<file path="config.mk">
export PLATFORM = sky130hd
export DESIGN_NAME = uart_rx_fifo
export DESIGN_NICKNAME = d
export VERILOG_FILES = /design/src/rtl/uart_rx_fifo.sv
export SDC_FILE = /design/constraint.sdc
export NUM_CORES = 1
export LEC_CHECK = 0
export BUFFER_PORTS_ARGS = -buffer_cell sky130_fd_sc_hd__buf_2
export CELL_PAD_IN_SITES_DETAIL_PLACEMENT = 2
export CELL_PAD_IN_SITES_GLOBAL_PLACEMENT = 2
export CORE_MARGIN = 1.5
export CORE_UTILIZATION = 39
export CTS_CLUSTER_SIZE = 28
export DETAILED_ROUTE_END_ITERATION = 8
export PLACE_DENSITY = 0.81
export SYNTH_ARGS = -nofsm -noshare
export SYNTH_HDL_FRONTEND = slang
export SYNTH_SLANG_ARGS = --single-unit
</file>
<file path="constraint.sdc">
create_clock -name i_clock -period 6.8 [get_ports i_clock]
set_input_delay 0.68 -clock i_clock [delete_from_list [all_inputs] [get_ports i_clock]]
set_output_delay 0.68 -clock i_clock [all_outputs]
set_load 0.01 [all_outputs]
</file>
<file path="src/rtl/uart_rx_fifo.sv">
// Oversampled UART receiver (LSB-first, 2-flop line synchronizer) feeding a
// first-word-fall-through receive FIFO. Define UART_RX_PARITY_EN to add the parity bit and check.
module uart_rx_fifo #(
  parameter int DBIT       = 8,
  parameter int SB_TICK    = 16,
  parameter int DIV        = 163,
  parameter int FIFO_DEPTH = 4,
  parameter int PARITY_ODD = 0
) (
  input  logic                        i_clock,
  input  logic                        i_reset,
  input  logic                        i_data,
  input  logic                        i_rd,
  output logic [DBIT-1:0]             o_data,
  output logic                        o_ferr,
  output logic                        o_perr,
  output logic                        o_empty,
  output logic                        o_full,
  output logic [$clog2(FIFO_DEPTH):0] o_count,
  output logic                        o_rx_done,
  output logic                        o_overrun
);
  localparam int TW = $clog2(DIV);
  localparam int AW = $clog2(FIFO_DEPTH);
  localparam int CW = AW + 1;
`ifdef UART_RX_PARITY_EN
  localparam int WW = DBIT + 2;
`else
  localparam int WW = DBIT + 1;
`endif

  typedef enum logic [2:0] {
    IDLE,
    START,
    DATA,
`ifdef UART_RX_PARITY_EN
    PARITY,
`endif
    STOP
  } state_t;

  logic          sync1_reg, sync2_reg;
  logic [TW-1:0] tick_cnt_reg;
  logic          tick;

  assign tick = (tick_cnt_reg == TW'(DIV - 1));

  always_ff @(posedge i_clock) begin
    if (!i_reset) begin
      sync1_reg    <= 1'b1;
      sync2_reg    <= 1'b1;
      tick_cnt_reg <= '0;
    end else begin
      sync1_reg    <= i_data;
      sync2_reg    <= sync1_reg;
      tick_cnt_reg <= tick ? '0 : tick_cnt_reg + TW'(1);
    end
  end

  state_t          state_reg, state_next;
  logic [4:0]      s_reg, s_next;
  logic [3:0]      n_reg, n_next;
  logic [DBIT-1:0] shift_reg, shift_next;
  logic            push;
  logic [WW-1:0]   push_word;
`ifdef UART_RX_PARITY_EN
  logic            perr_reg, perr_next;
  assign push_word = {perr_reg, ~sync2_reg, shift_reg};
`else
  assign push_word = {~sync2_reg, shift_reg};
`endif

  always_ff @(posedge i_clock) begin
    if (!i_reset) begin
      state_reg <= IDLE;
      s_reg     <= '0;
      n_reg     <= '0;
      shift_reg <= '0;
`ifdef UART_RX_PARITY_EN
      perr_reg  <= 1'b0;
`endif
    end else begin
      state_reg <= state_next;
      s_reg     <= s_next;
      n_reg     <= n_next;
      shift_reg <= shift_next;
`ifdef UART_RX_PARITY_EN
      perr_reg  <= perr_next;
`endif
    end
  end

  always_comb begin
    state_next = state_reg;
    s_next     = s_reg;
    n_next     = n_reg;
    shift_next = shift_reg;
    push       = 1'b0;
`ifdef UART_RX_PARITY_EN
    perr_next  = perr_reg;
`endif
    case (state_reg)
      IDLE: begin
        if (!sync2_reg) begin
          state_next = START;
          s_next     = '0;
        end
      end
      START: begin
        if (tick) begin
          // Mid-start-bit recheck rejects glitches shorter than half a bit
          if (s_reg == 5'd7) begin
            state_next = sync2_reg ? IDLE : DATA;
            s_next     = '0;
            n_next     = '0;
          end else begin
            s_next = s_reg + 5'd1;
          end
        end
      end
      DATA: begin
        if (tick) begin
          if (s_reg == 5'd15) begin
            s_next     = '0;
            shift_next = {sync2_reg, shift_reg[DBIT-1:1]};
            if (n_reg == 4'(DBIT - 1)) begin
`ifdef UART_RX_PARITY_EN
              state_next = PARITY;
`else
              state_next = STOP;
`endif
            end else begin
              n_next = n_reg + 4'd1;
            end
          end else begin
            s_next = s_reg + 5'd1;
          end
        end
      end
`ifdef UART_RX_PARITY_EN
      PARITY: begin
        if (tick) begin
          if (s_reg == 5'd15) begin
            perr_next  = ((^shift_reg) ^ sync2_reg) != (PARITY_ODD != 0);
            s_next     = '0;
            state_next = STOP;
          end else begin
            s_next = s_reg + 5'd1;
          end
        end
      end
`endif
      STOP: begin
        if (tick) begin
          if (s_reg == 5'(SB_TICK - 1)) begin
            push       = 1'b1;
            state_next = IDLE;
          end else begin
            s_next = s_reg + 5'd1;
          end
        end
      end
      default: state_next = IDLE;
    endcase
  end

  logic [WW-1:0] mem [FIFO_DEPTH];
  logic [AW-1:0] wr_ptr_reg, rd_ptr_reg;
  logic [CW-1:0] count_reg;
  logic          full, empty, do_pop, do_push;
  logic [WW-1:0] head;

  assign full    = (count_reg == CW'(FIFO_DEPTH));
  assign empty   = (count_reg == '0);
  assign do_pop  = i_rd && !empty;
  // A same-cycle pop frees the slot, so a full FIFO still accepts the word
  assign do_push = push && (!full || do_pop);

  always_ff @(posedge i_clock) begin
    if (i_reset && do_push) mem[wr_ptr_reg] <= push_word;
  end

  always_ff @(posedge i_clock) begin
    if (!i_reset) begin
      wr_ptr_reg <= '0;
      rd_ptr_reg <= '0;
      count_reg  <= '0;
    end else begin
      if (do_push) wr_ptr_reg <= wr_ptr_reg + AW'(1);
      if (do_pop)  rd_ptr_reg <= rd_ptr_reg + AW'(1);
      case ({do_push, do_pop})
        2'b10:   count_reg <= count_reg + CW'(1);
        2'b01:   count_reg <= count_reg - CW'(1);
        default: count_reg <= count_reg;
      endcase
    end
  end

  assign head      = mem[rd_ptr_reg];
  assign o_data    = empty ? '0 : head[DBIT-1:0];
  assign o_ferr    = !empty && head[DBIT];
`ifdef UART_RX_PARITY_EN
  assign o_perr    = !empty && head[DBIT+1];
`else
  assign o_perr    = 1'b0;
`endif
  assign o_empty   = empty;
  assign o_full    = full;
  assign o_count   = count_reg;
  assign o_rx_done = push;
  assign o_overrun = push && full && !do_pop;

endmodule

</file>
==> results.txt, run 1 <==
----------------------------------------------------
[Drt]
  Number of remaining DRC errors ... 0
  Total Wirelength ... 8.14 mm
  Total number of vias ... 2221
  Iteration-0 DRC Markers ... 121
  Final antenna-violating net count ... 0
  First-pass iteration count of the detailed router ... 4
  Vias per inst ... 5.33
  Detailed-route wire length per cell ... 19.5 µm

[Finish]
  Final Net Count ... 322
  Most common cell after layout, fill and taps aside ... sky130_fd_sc_hd__dfxtp_1
  Fraction of layout instances using a drive strength above 1 ... 17.6%
  Fillers ... 850
  Flip-flop count of the largest register, all copies and words added ... 36
  Number of inserted diodes ... 0
  Fraction of the core area covered by cells at the end of the flow ... 45.7%
  Commonest cells after routing, fill and taps aside ... sky130_fd_sc_hd__dfxtp_1 (38), sky130_fd_sc_hd__edfxtp_1 (36), sky130_fd_sc_hd__nand2_1 (30), sky130_fd_sc_hd__nor2_1 (24), sky130_fd_sc_hd__buf_2 (19)
  Area growth, synth to finish ... 12.3%

[Global routing]
  Met1 track demand over resource in global routing ... 24.3%
  Met2 demand-to-capacity share in global routing ... 35.0%
  Met3 global-route usage ... 2.84%
  Antenna violations before repair ... 0
  GR Util All Layers ... 19.8%
  Gr ovfl total ... 0
  Most Crowded Layer GR ... met2
  Maximum number of pins on one net before global-route repair ... 22
  Via count of the first global-routing pass ... 2409
  Wire length of the first global-routing pass ... 13.2 mm

[Power and ir drop]
  Max IR drop VDD ... 0.0841 mV
  Lkg Pwr ... 1.38 nW
  P per Cell Area ... 238 nW/µm²

[Outcome]
  Outcome ... finished, final reports clean

[STA]
  Relative slew slack ... 50.0%
  Final Hold Viols ... 0
  Count of endpoints failing setup in the final report ... 0
  Fmax ... 0.352 GHz
  Setup repair after global routing missed its margin ... false
  Final critical-path setup slack ... 3.96 ns
  Setup Total Neg Slack ... 0 ns
  Worst Max-Slew Pin Slew ... 0.749 ns
  Post-route minimum period ... 2.84 ns
  Count of final max-slew check failures ... 0
  Min Hold Slack ... 0.416 ns
  Setup Skew ... 0.0147 ns
  Tcrit/Tclk final ... 41.8%

[Die]
  Std cell rows ... 33
  Chip Width ... 95.8 µm
  Area of the core region ... 8260 µm²
  Effective utilization at floorplan ... 40.7%
  Overall die area ... 9180 µm²
  Number of top-level pins ... 21
  Die outline height ... 95.8 µm

[Clock network]
  CTS tree ... built
  Clock transition at the register clock pins on the worst setup and hold paths after CTS ... 0.08 ns
  Setup repair bufs after CTS ... 0
  Skew-Pair Late Insertion Delay ... 0.35 ns
  Root buf cell ... sky130_fd_sc_hd__clkbuf_8
  Inserted Clock Buffers ... 9
  Clock buffer depth ... 2
  # hold bufs at CTS ... 0
  H-tree depth ... 3
  Post-CTS resize count ... 0
  Num Clock Sinks ... 74

[Setup path]
  Arrival time at the worst endpoint ... 3.08 ns
  Crit path cell chain ... ha_1 -> and3_1 -> ha_1 -> and3_1 -> nand3_4 -> nand3_1 -> fa_1 -> or3_1 -> o211a_1 -> o31a_1
  Critical path start-end classification ... flip-flop to flip-flop
  Highest cell delay on the worst timing path ... 0.42 ns
  Crit-path max FO ... 8
  Worst-path cell with the longest stage delay ... sky130_fd_sc_hd__fa_1
  Total buffers and inverters traversed by the critical path ... 0
  Worst Path Required ... 7.04 ns
  Setup slack of the most critical reg-to-reg path ... 3.96 ns
  Crit path max-delay family ... simple AND/OR/NAND/NOR gates
  Setup crit start kind ... flip-flop
  Category of the worst setup path capture point ... flip-flop

[Synthesis]
  Average cell area after synthesis ... 11.6 µm²
  Number of standard cells after synthesis ... 289
  Unique masters post-synth ... 58
  Ys async rst share ... 0%
  Combined area of all synthesized cells ... 3360 µm²
  Number of flops mapped to enable cells by yosys ... 36
  Yosys warns ... 0
  Most used DFF post-synth ... sky130_fd_sc_hd__dfxtp_1
  Share of the yosys chip area belonging to registers ... 54.8%
  Number of synthesized register bits ... 74
  Net Count, Synth ... 304

[Placement]
  Routability congestion estimate from global placement ... 0.747
  Count of buffers inserted at the top-level ports ... 19
  Minimum setup slack after placement ... 3.97 ns
  Hpwl dp ... 5.45 mm

[Hold path]
  Path category of the worst min-delay check ... flip-flop to flip-flop

[Flow run]
  Number of maximum-capacitance constraint violations ... 0

----------------------------------------------------
==> stage by stage <==
| stage | std cells | instance area [µm²] | total power, W |
|---|---|---|---|
| 3_3_place_gp | 401 | 3530 | 0.000502 |
| 3_5_place_dp | 401 | 3530 | 0.000503 |
| 4_1_cts | 417 | 3770 | 0.000909 |
| 6_report | 417 | 3770 | 0.000897 |
| 2_1_floorplan | 289 | 3360 | 0.000497 |
| 5_1_grt | 417 | 3770 | 0.000929 |
==> report_power, final <==
group	internal [W]	switching, W	leakage (nW)
Combinational	0.00000875	0.0000136	0.616
Sequential	0.000466	0.00000414	0.641
Clock	0.000231	0.000173	0.120
==> final timing paths <==
check	depth (start not counted)	start	end
max reg2reg	10	s_reg[0]	o_count[2]
max	10	s_reg[0]	o_count[2]
min	1	sync1_reg	sync2_reg
min reg2reg	1	sync1_reg	sync2_reg
==> cells in the mapped netlist (6+ instances only) <==
| cell | count | area (µm²) |
|---|---|---|
| sky130_fd_sc_hd__dfxtp_1 | 38 | 761 |
| sky130_fd_sc_hd__edfxtp_1 | 36 | 1080 |
| sky130_fd_sc_hd__nand2_1 | 30 | 113 |
| sky130_fd_sc_hd__nor2_1 | 24 | 90.1 |
| sky130_fd_sc_hd__and2_1 | 15 | 93.8 |
| sky130_fd_sc_hd__a21oi_1 | 14 | 70.1 |
| sky130_fd_sc_hd__inv_1 | 13 | 48.8 |
| sky130_fd_sc_hd__ha_1 | 10 | 125 |
| sky130_fd_sc_hd__mux4_2 | 9 | 203 |
| sky130_fd_sc_hd__nand3_1 | 9 | 45.0 |
| sky130_fd_sc_hd__clkbuf_1 | 8 | 30.0 |
| sky130_fd_sc_hd__xnor2_1 | 7 | 61.3 |
| sky130_fd_sc_hd__and3_1 | 6 | 37.5 |
| sky130_fd_sc_hd__xor2_1 | 6 | 52.6 |
==> logic make-up (layout without fill, tap and decap cells) <==
kind of cell | after synthesis | count (layout) | share of synthesized area, %
xor+xnor | 13 | 13 | 3.39
compound gates | 39 | 39 | 8.38
buf+inv | 26 | 49 | 3.09
fa+ha+maj | 11 | 11 | 4.32
simple gates | 112 | 112 | 18.6
mux | 13 | 13 | 7.27
flops | 74 | 74 | 54.8
other cells | 1 | 1 | 0.112
==> routing by layer <==
metal / share of wire [%] / routed length (µm)
met1: 44 / 3600
met2: 53 / 4310
met3: 1.8 / 149
met4: 0.88 / 72
met5: 0 / 0
==> cell type report <==
type / count / area [µm²] / share of cell area (%)
clock buffer: 11 / 153 / 4.05
clock inverter: 5 / 83.8 / 2.22
inverter: 14 / 52.6 / 1.39
multi-input combinational: 189 / 1410 / 37.5
sequential: 74 / 1840 / 48.9
tap: 105 / 131 / 3.48
timing repair buffer: 19 / 95.1 / 2.52
==> worst reg2reg max path, stage by stage, from the launching register on <==
cell	delay, ns
sky130_fd_sc_hd__dfxtp_1	0.34
sky130_fd_sc_hd__ha_1	0.24
sky130_fd_sc_hd__and3_1	0.21
sky130_fd_sc_hd__ha_1	0.25
sky130_fd_sc_hd__and3_1	0.24
sky130_fd_sc_hd__nand3_4	0.14
sky130_fd_sc_hd__nand3_1	0.11
sky130_fd_sc_hd__fa_1	0.42
sky130_fd_sc_hd__or3_1	0.39
sky130_fd_sc_hd__o211a_1	0.14
sky130_fd_sc_hd__o31a_1	0.27
Note: power is estimated with default switching activity, not from simulation.
==> run 2: changes to the inputs <==
Clock period 6.8 ns to 3 ns, I/O delays scaled along.
==> run 2 against run 1 <==
Maximum frequency decreased by 0.65%. Cell area decreased by 0.76%. Routed wire length decreased by 7.0%. Register-to-register slack got worse by 3.8 ns. Sequential power increased by 130%. Setup slack got worse by 3.8 ns. Clock power increased by 98%. Clock-buffer cell count increased by 1. Critical endpoint unchanged. Power increased by 110%. Die area unchanged.
==> results.txt, run 2 (synthesis gave the netlist of run 1 again) <==
----------------------------------------------------
[Outcome]
  Outcome ... finished, final reports clean

[Finish]
  Flip-flop count of the largest register, all copies and words added ... 36 (unchanged)
  Number of inserted diodes ... 0 (unchanged)
  Fillers ... 868 (+2.1%)
  Most common cell after layout, fill and taps aside ... sky130_fd_sc_hd__dfxtp_1
  Non-filler instance count after layout ... 417 (unchanged)
  Area growth, synth to finish ... 11.4%
  Fraction of layout instances using a drive strength above 1 ... 17.6% (unchanged)
  Fraction of the core area covered by cells at the end of the flow ... 45.3% (-0.35 points)
  Commonest cells after routing, fill and taps aside ... sky130_fd_sc_hd__dfxtp_1 (38), sky130_fd_sc_hd__edfxtp_1 (36), sky130_fd_sc_hd__nand2_1 (30), sky130_fd_sc_hd__nor2_1 (24), sky130_fd_sc_hd__buf_2 (19)
  Final Net Count ... 322 (unchanged)

[Placement]
  Minimum setup slack after placement ... 0.144 ns (-3.82 ns)
  Count of buffers inserted at the top-level ports ... 19 (unchanged)
  DP Cell Count ... 401 (unchanged)
  Routability congestion estimate from global placement ... 0.747 (about the same)
  Hpwl dp ... 5.43 mm (-0.30%)

[Setup path]
  Critical path start-end classification ... flip-flop to flip-flop
  Worst-path cell with the longest stage delay ... sky130_fd_sc_hd__fa_1
  Highest cell delay on the worst timing path ... 0.43 ns (about the same)
  RR Endpoint ... o_count[2]
  Total buffers and inverters traversed by the critical path ... 0 (unchanged)
  Worst flop-to-flop path startpoint ... s_reg[0]
  Setup crit start kind ... flip-flop
  Worst setup path end ... o_count[2]
  Setup slack of the most critical reg-to-reg path ... 0.14 ns (-3.82 ns)
  Arrival time at the worst endpoint ... 3.11 ns (+0.03 ns)
  Crit path cell chain ... ha_1 -> and3_1 -> ha_1 -> and3_1 -> nand3_4 -> nand3_1 -> fa_1 -> or3_1 -> o211a_1 -> o31a_1
  Category of the worst setup path capture point ... flip-flop
  Critical path depth ... 10 (unchanged)
  Worst Path Required ... 3.25 ns (-3.79 ns)
  Crit path max-delay family ... simple AND/OR/NAND/NOR gates
  CP startpoint ... s_reg[0]
  Crit-path max FO ... 8 (unchanged)
  R2R cell count ... 10 (unchanged)

[STA]
  Setup Total Neg Slack ... 0 ns (unchanged)
  Setup Skew ... 0.0164 ns (+0.00168 ns)
  Final critical-path setup slack ... 0.137 ns (-3.82 ns)
  Worst Max-Slew Pin Slew ... 0.770 ns (+0.0211 ns)
  Relative slew slack ... 48.6% (-1.4 points)
  Count of endpoints failing setup in the final report ... 0 (unchanged)
  Fmax ... 0.349 GHz (-0.65%)
  Final Hold Viols ... 0 (unchanged)
  Count of final max-slew check failures ... 0 (unchanged)
  Tcrit/Tclk final ... 95.4% (+54 points)
  Setup repair after global routing missed its margin ... false
  Min Hold Slack ... 0.128 ns (-0.289 ns)
  Post-route minimum period ... 2.86 ns (+0.0185 ns)

[Clock network]
  CTS tree ... built
  Num Clock Sinks ... 74 (unchanged)
  Inserted Clock Buffers ... 9 (unchanged)
  Root buf cell ... sky130_fd_sc_hd__clkbuf_8
  Skew-Pair Late Insertion Delay ... 0.36 ns (about the same)
  H-tree depth ... 3 (unchanged)
  Post-CTS resize count ... 0 (unchanged)
  Setup repair bufs after CTS ... 0 (unchanged)
  Clock buffer depth ... 2 (unchanged)
  Clock transition at the register clock pins on the worst setup and hold paths after CTS ... 0.08 ns (about the same)
  # hold bufs at CTS ... 0 (unchanged)

[Drt]
  Total Wirelength ... 7.57 mm (-7.0%)
  Iteration-0 DRC Markers ... 66 (-45%)
  Total number of vias ... 2211 (-0.45%)
  Detailed-route wire length per cell ... 18.2 µm (-7.0%)
  Final antenna-violating net count ... 0 (unchanged)
  First-pass iteration count of the detailed router ... 4 (unchanged)
  Number of remaining DRC errors ... 0 (unchanged)
  Vias per inst ... 5.30 (-0.45%)

[Global routing]
  Gr ovfl total ... 0 (unchanged)
  Maximum number of pins on one net before global-route repair ... 22 (unchanged)
  Via count of the first global-routing pass ... 2418 (+0.37%)
  Wire length of the first global-routing pass ... 12.6 mm (-4.2%)
  GR Util All Layers ... 18.9% (-0.89 points)
  Antenna violations before repair ... 0 (unchanged)

[Power and ir drop]
  Max IR drop VDD ... 0.235 mV (+180%)
  P per Cell Area ... 512 nW/µm² (+120%)
  Switching portion of total power ... 22.8% (+1.5 points)
  Cell internal power dissipation ... 0.00148 W (+110%)
  Switching power of the nets ... 0.000437 W (+130%)
  Fraction of power consumed by the clock network ... 41.8% (-3.3 points)
  Reg power frac ... 55.6% (+3.2 points)
  Lkg Pwr ... 1.36 nW (-1.2%)
  Logic pwr share ... 2.7% (+0.2 points)

[Die]
  Chip Width ... 95.8 µm (unchanged)
  Die outline height ... 95.8 µm (unchanged)
  Number of top-level pins ... 21 (unchanged)
  Area of the core region ... 8260 µm² (unchanged)
  Effective utilization at floorplan ... 40.7% (unchanged)
  Std cell rows ... 33 (unchanged)
  Overall die area ... 9180 µm² (unchanged)

[Hold path]
  Path category of the worst min-delay check ... primary input to flip-flop
  Hold_sp ... i_data

[Flow run]
  Number of maximum-capacitance constraint violations ... 0 (unchanged)

----------------------------------------------------
==> run 2: cell count changes in the layout (fill, tap and decap cells not counted) <==
cell / before / now
sky130_fd_sc_hd__clkbuf_16: 1 / 2
sky130_fd_sc_hd__bufinv_16: 2 / 0
sky130_fd_sc_hd__clkinvlp_4: 0 / 1
sky130_fd_sc_hd__inv_4: 1 / 0
sky130_fd_sc_hd__clkinv_2: 0 / 1
==> run 2: per-stage QoR <==
stage / power [W] / instance area (µm²)
floorplan: 0.00113 / 3360
global placement: 0.00114 / 3530
detailed placement: 0.00114 / 3530
CTS: 0.00194 / 3740
global route: 0.00199 / 3740
finish: 0.00192 / 3740
==> run 2: worst min path at each step <==
stage	end	slack, ns	cells past startpoint
after floorplan	sync1_reg	0.37	1
after global routing	sync1_reg	0.12	2
final	sync1_reg	0.13	2
after global placement	sync2_reg	0.39	1
after CTS	sync1_reg	0.12	2
after detailed placement	sync2_reg	0.41	1
==> run 2: area by class of cell <==
cell class | count | area, µm² | area share (%)
clock inverter | 4 | 30.0 | 0.803
multi-input combinational | 189 | 1410 | 37.8
timing repair buffer | 19 | 95.1 | 2.54
clock buffer | 12 | 178 | 4.75
sequential | 74 | 1840 | 49.2
tap | 105 | 131 | 3.51
inverter | 14 | 52.6 | 1.40
==> run 2: power by group through the flow <==
| stage | Sequential [W] | Clock (W) | Combinational (W) |
|---|---|---|---|
| final | 0.00106 | 0.000801 | 0.0000511 |
| after global routing | 0.00107 | 0.000862 | 0.0000588 |
| after CTS | 0.00106 | 0.000819 | 0.0000523 |
| after detailed placement | 0.00109 | 0 | 0.0000521 |
| after global placement | 0.00109 | 0 | 0.0000501 |
| after floorplan | 0.00108 | 0 | 0.0000423 |
==> run 2: routing by layer <==
metal  part of all wire, %  vias up  routed length (µm)  global-route usage (%)
li1                      -     1066                   -                       -
met1                    44     1115                3320                    22.4
met2                    53       20                4000                    33.7
met3                   1.7       10                 130                    3.08
met4                   1.6        0                 118                    7.72
met5                     0        -                   0                       0
==> run 3: changes to the inputs <==
Settings changed: CORE_UTILIZATION 39 to 41, PLACE_DENSITY 0.81 to 0.84.
==> run 3 against run 2 <==
Maximum frequency rose by 1.2%. Combinational power increased by 3%. Critical path depth unchanged. Core utilization grew 2.3 points. Power grew 0.97%. Largest cell class unchanged. Highest routed layer unchanged.
==> results.txt, run 3 (synthesis gave the netlist of run 1 again) <==
----------------------------------------------------
[Outcome]
  Outcome ... finished, final reports clean

[Finish]
  Fillers ... 822 (-5.3%)
  Number of inserted diodes ... 0 (unchanged)
  Flip-flop count of the largest register, all copies and words added ... 36 (unchanged)
  Most common cell after layout, fill and taps aside ... sky130_fd_sc_hd__dfxtp_1
  Multi-input gate area in the final layout ... 1420 µm² (+0.18%)
  Final Net Count ... 322 (unchanged)
  Flip-flop and latch area ... 1840 µm² (unchanged)
  Final Instance Area ... 3740 µm² (about the same)
  Area growth, synth to finish ... 11.3% (about the same)
  Commonest cells after routing, fill and taps aside ... sky130_fd_sc_hd__dfxtp_1 (38), sky130_fd_sc_hd__edfxtp_1 (36), sky130_fd_sc_hd__nand2_1 (30), sky130_fd_sc_hd__nor2_1 (24), sky130_fd_sc_hd__buf_2 (19)
  Fraction of the core area covered by cells at the end of the flow ... 47.6% (+2.3 points)
  Fraction of layout instances using a drive strength above 1 ... 18.3% (+0.64 points)

[Drt]
  Final antenna-violating net count ... 0 (unchanged)
  Total number of vias ... 2263 (+2.4%)
  Iteration-0 DRC Markers ... 67 (+1.5%)
  Total Wirelength ... 7.97 mm (+5.3%)
  Detailed-route wire length per cell ... 19.3 µm (+6.0%)
  Vias per inst ... 5.47 (+3.1%)
  First-pass iteration count of the detailed router ... 4 (unchanged)
  Number of remaining DRC errors ... 0 (unchanged)

[STA]
  Post-route minimum period ... 2.83 ns (-0.0336 ns)
  Count of endpoints failing setup in the final report ... 0 (unchanged)
  Worst Max-Slew Pin Slew ... 0.760 ns (-0.0107 ns)
  Setup Skew ... 0.00911 ns (-0.00730 ns)
  Count of final max-slew check failures ... 0 (unchanged)
  Final Hold Viols ... 0 (unchanged)
  Relative slew slack ... 49.3% (+0.72 points)
  Fmax ... 0.353 GHz (+1.2%)
  Final critical-path setup slack ... 0.171 ns (+0.0336 ns)
  Setup repair after global routing missed its margin ... false
  Setup Total Neg Slack ... 0 ns (unchanged)
  Tcrit/Tclk final ... 94.3% (-1.1 points)

[Setup path]
  Setup crit start kind ... flip-flop
  Worst Path Required ... 3.24 ns (about the same)
  Crit-path max FO ... 8 (unchanged)
  Category of the worst setup path capture point ... flip-flop
  Critical path start-end classification ... flip-flop to flip-flop
  Arrival time at the worst endpoint ... 3.06 ns (-0.05 ns)

[Die]
  Area of the core region ... 7850 µm² (-5.0%)
  Effective utilization at floorplan ... 42.8% (+2.1 points)
  Chip Width ... 93.5 µm (-2.4%)
  Number of top-level pins ... 21 (unchanged)
  Die outline height ... 93.5 µm (-2.4%)
  Overall die area ... 8740 µm² (-4.7%)
  Std cell rows ... 32 (-3.0%)

[Placement]
  Minimum setup slack after placement ... 0.148 ns (+0.00486 ns)
  Instance area at placement ... 3530 µm² (-0.11%)
  Hpwl dp ... 5.47 mm (+0.63%)
  Count of buffers inserted at the top-level ports ... 19 (unchanged)
  Routability congestion estimate from global placement ... 0.745 (-0.32%)

[Global routing]
  Antenna violations before repair ... 0 (unchanged)
  Maximum number of pins on one net before global-route repair ... 22 (unchanged)
  Via count of the first global-routing pass ... 2516 (+4.1%)
  Gr ovfl total ... 0 (unchanged)
  Wire length of the first global-routing pass ... 13.3 mm (+5.5%)
  GR Util All Layers ... 20.6% (+1.7 points)

[Power and ir drop]
  P per Cell Area ... 518 nW/µm² (+1.0%)
  Total power ... 0.00194 W (+0.97%)
  Max IR drop VDD ... 0.203 mV (-14%)
  Lkg Pwr ... 1.35 nW (-0.43%)

[Clock network]
  Inserted Clock Buffers ... 9 (unchanged)
  Num Clock Sinks ... 74 (unchanged)
  CTS tree ... built
  H-tree depth ... 3 (unchanged)
  Clock transition at the register clock pins on the worst setup and hold paths after CTS ... 0.09 ns (about the same)
  Root buf cell ... sky130_fd_sc_hd__clkbuf_8
  Clock buffer depth ... 2 (unchanged)
  Skew-Pair Late Insertion Delay ... 0.35 ns (about the same)

[Hold path]
  Path category of the worst min-delay check ... primary input to flip-flop

[Flow run]
  Number of maximum-capacitance constraint violations ... 0 (unchanged)

----------------------------------------------------
-- run 3: final cells by class --
class                      instances  area share (%)
clock buffer                       9            3.31
clock inverter                     7            2.21
inverter                          14            1.41
multi-input combinational        189            37.9
sequential                        74            49.3
tap                              102            3.41
timing repair buffer              19            2.54
-- run 3: critical path: stages, from the launching register on --
cell	delay (ns)
sky130_fd_sc_hd__dfxtp_1	0.34
sky130_fd_sc_hd__ha_1	0.24
sky130_fd_sc_hd__and3_1	0.21
sky130_fd_sc_hd__ha_2	0.22
sky130_fd_sc_hd__and3_1	0.22
sky130_fd_sc_hd__nand3_4	0.15
sky130_fd_sc_hd__nand3_1	0.11
sky130_fd_sc_hd__fa_1	0.42
sky130_fd_sc_hd__or3_1	0.39
sky130_fd_sc_hd__o211a_1	0.14
sky130_fd_sc_hd__o31a_1	0.27
-- run 3: power breakdown --
part	switching, W	internal (W)	total, W
Combinational	0.0000326	0.0000201	0.0000526
Clock	0.000419	0.000399	0.000818
Sequential	0.00000979	0.00106	0.00106
-- run 3: path summary, 6_finish.rpt --
check / start / to / slack (ns) / cells past startpoint
setup reg to reg: s_reg[0] / o_count[2] / 0.17 / 10
hold / removal: i_data / sync1_reg / 0.13 / 2
setup / recovery: s_reg[0] / o_count[2] / 0.17 / 10
hold reg to reg: sync1_reg / sync2_reg / 0.44 / 1
-- run 3: per-stage QoR --
step | hold slack [ns] | instances
CTS | 0.116 | 414
floorplan | 0.373 | 289
global placement | 0.430 | 398
global route | 0.127 | 414
finish | 0.126 | 414
detailed placement | 0.424 | 398
-- run 3: per-layer routing --
layer  global-route usage (%)  share of wire [%]
met1                     23.6                 42
met2                     38.4                 56
met3                     4.15                2.1
met4                     5.93               0.53
met5                        0                  0
-- run 3: repair_timing --
item,in CTS,in global routing
gates resized for setup,0,1
setup endpoints to repair,0,1
hold buffers,0,0
setup buffers,0,0
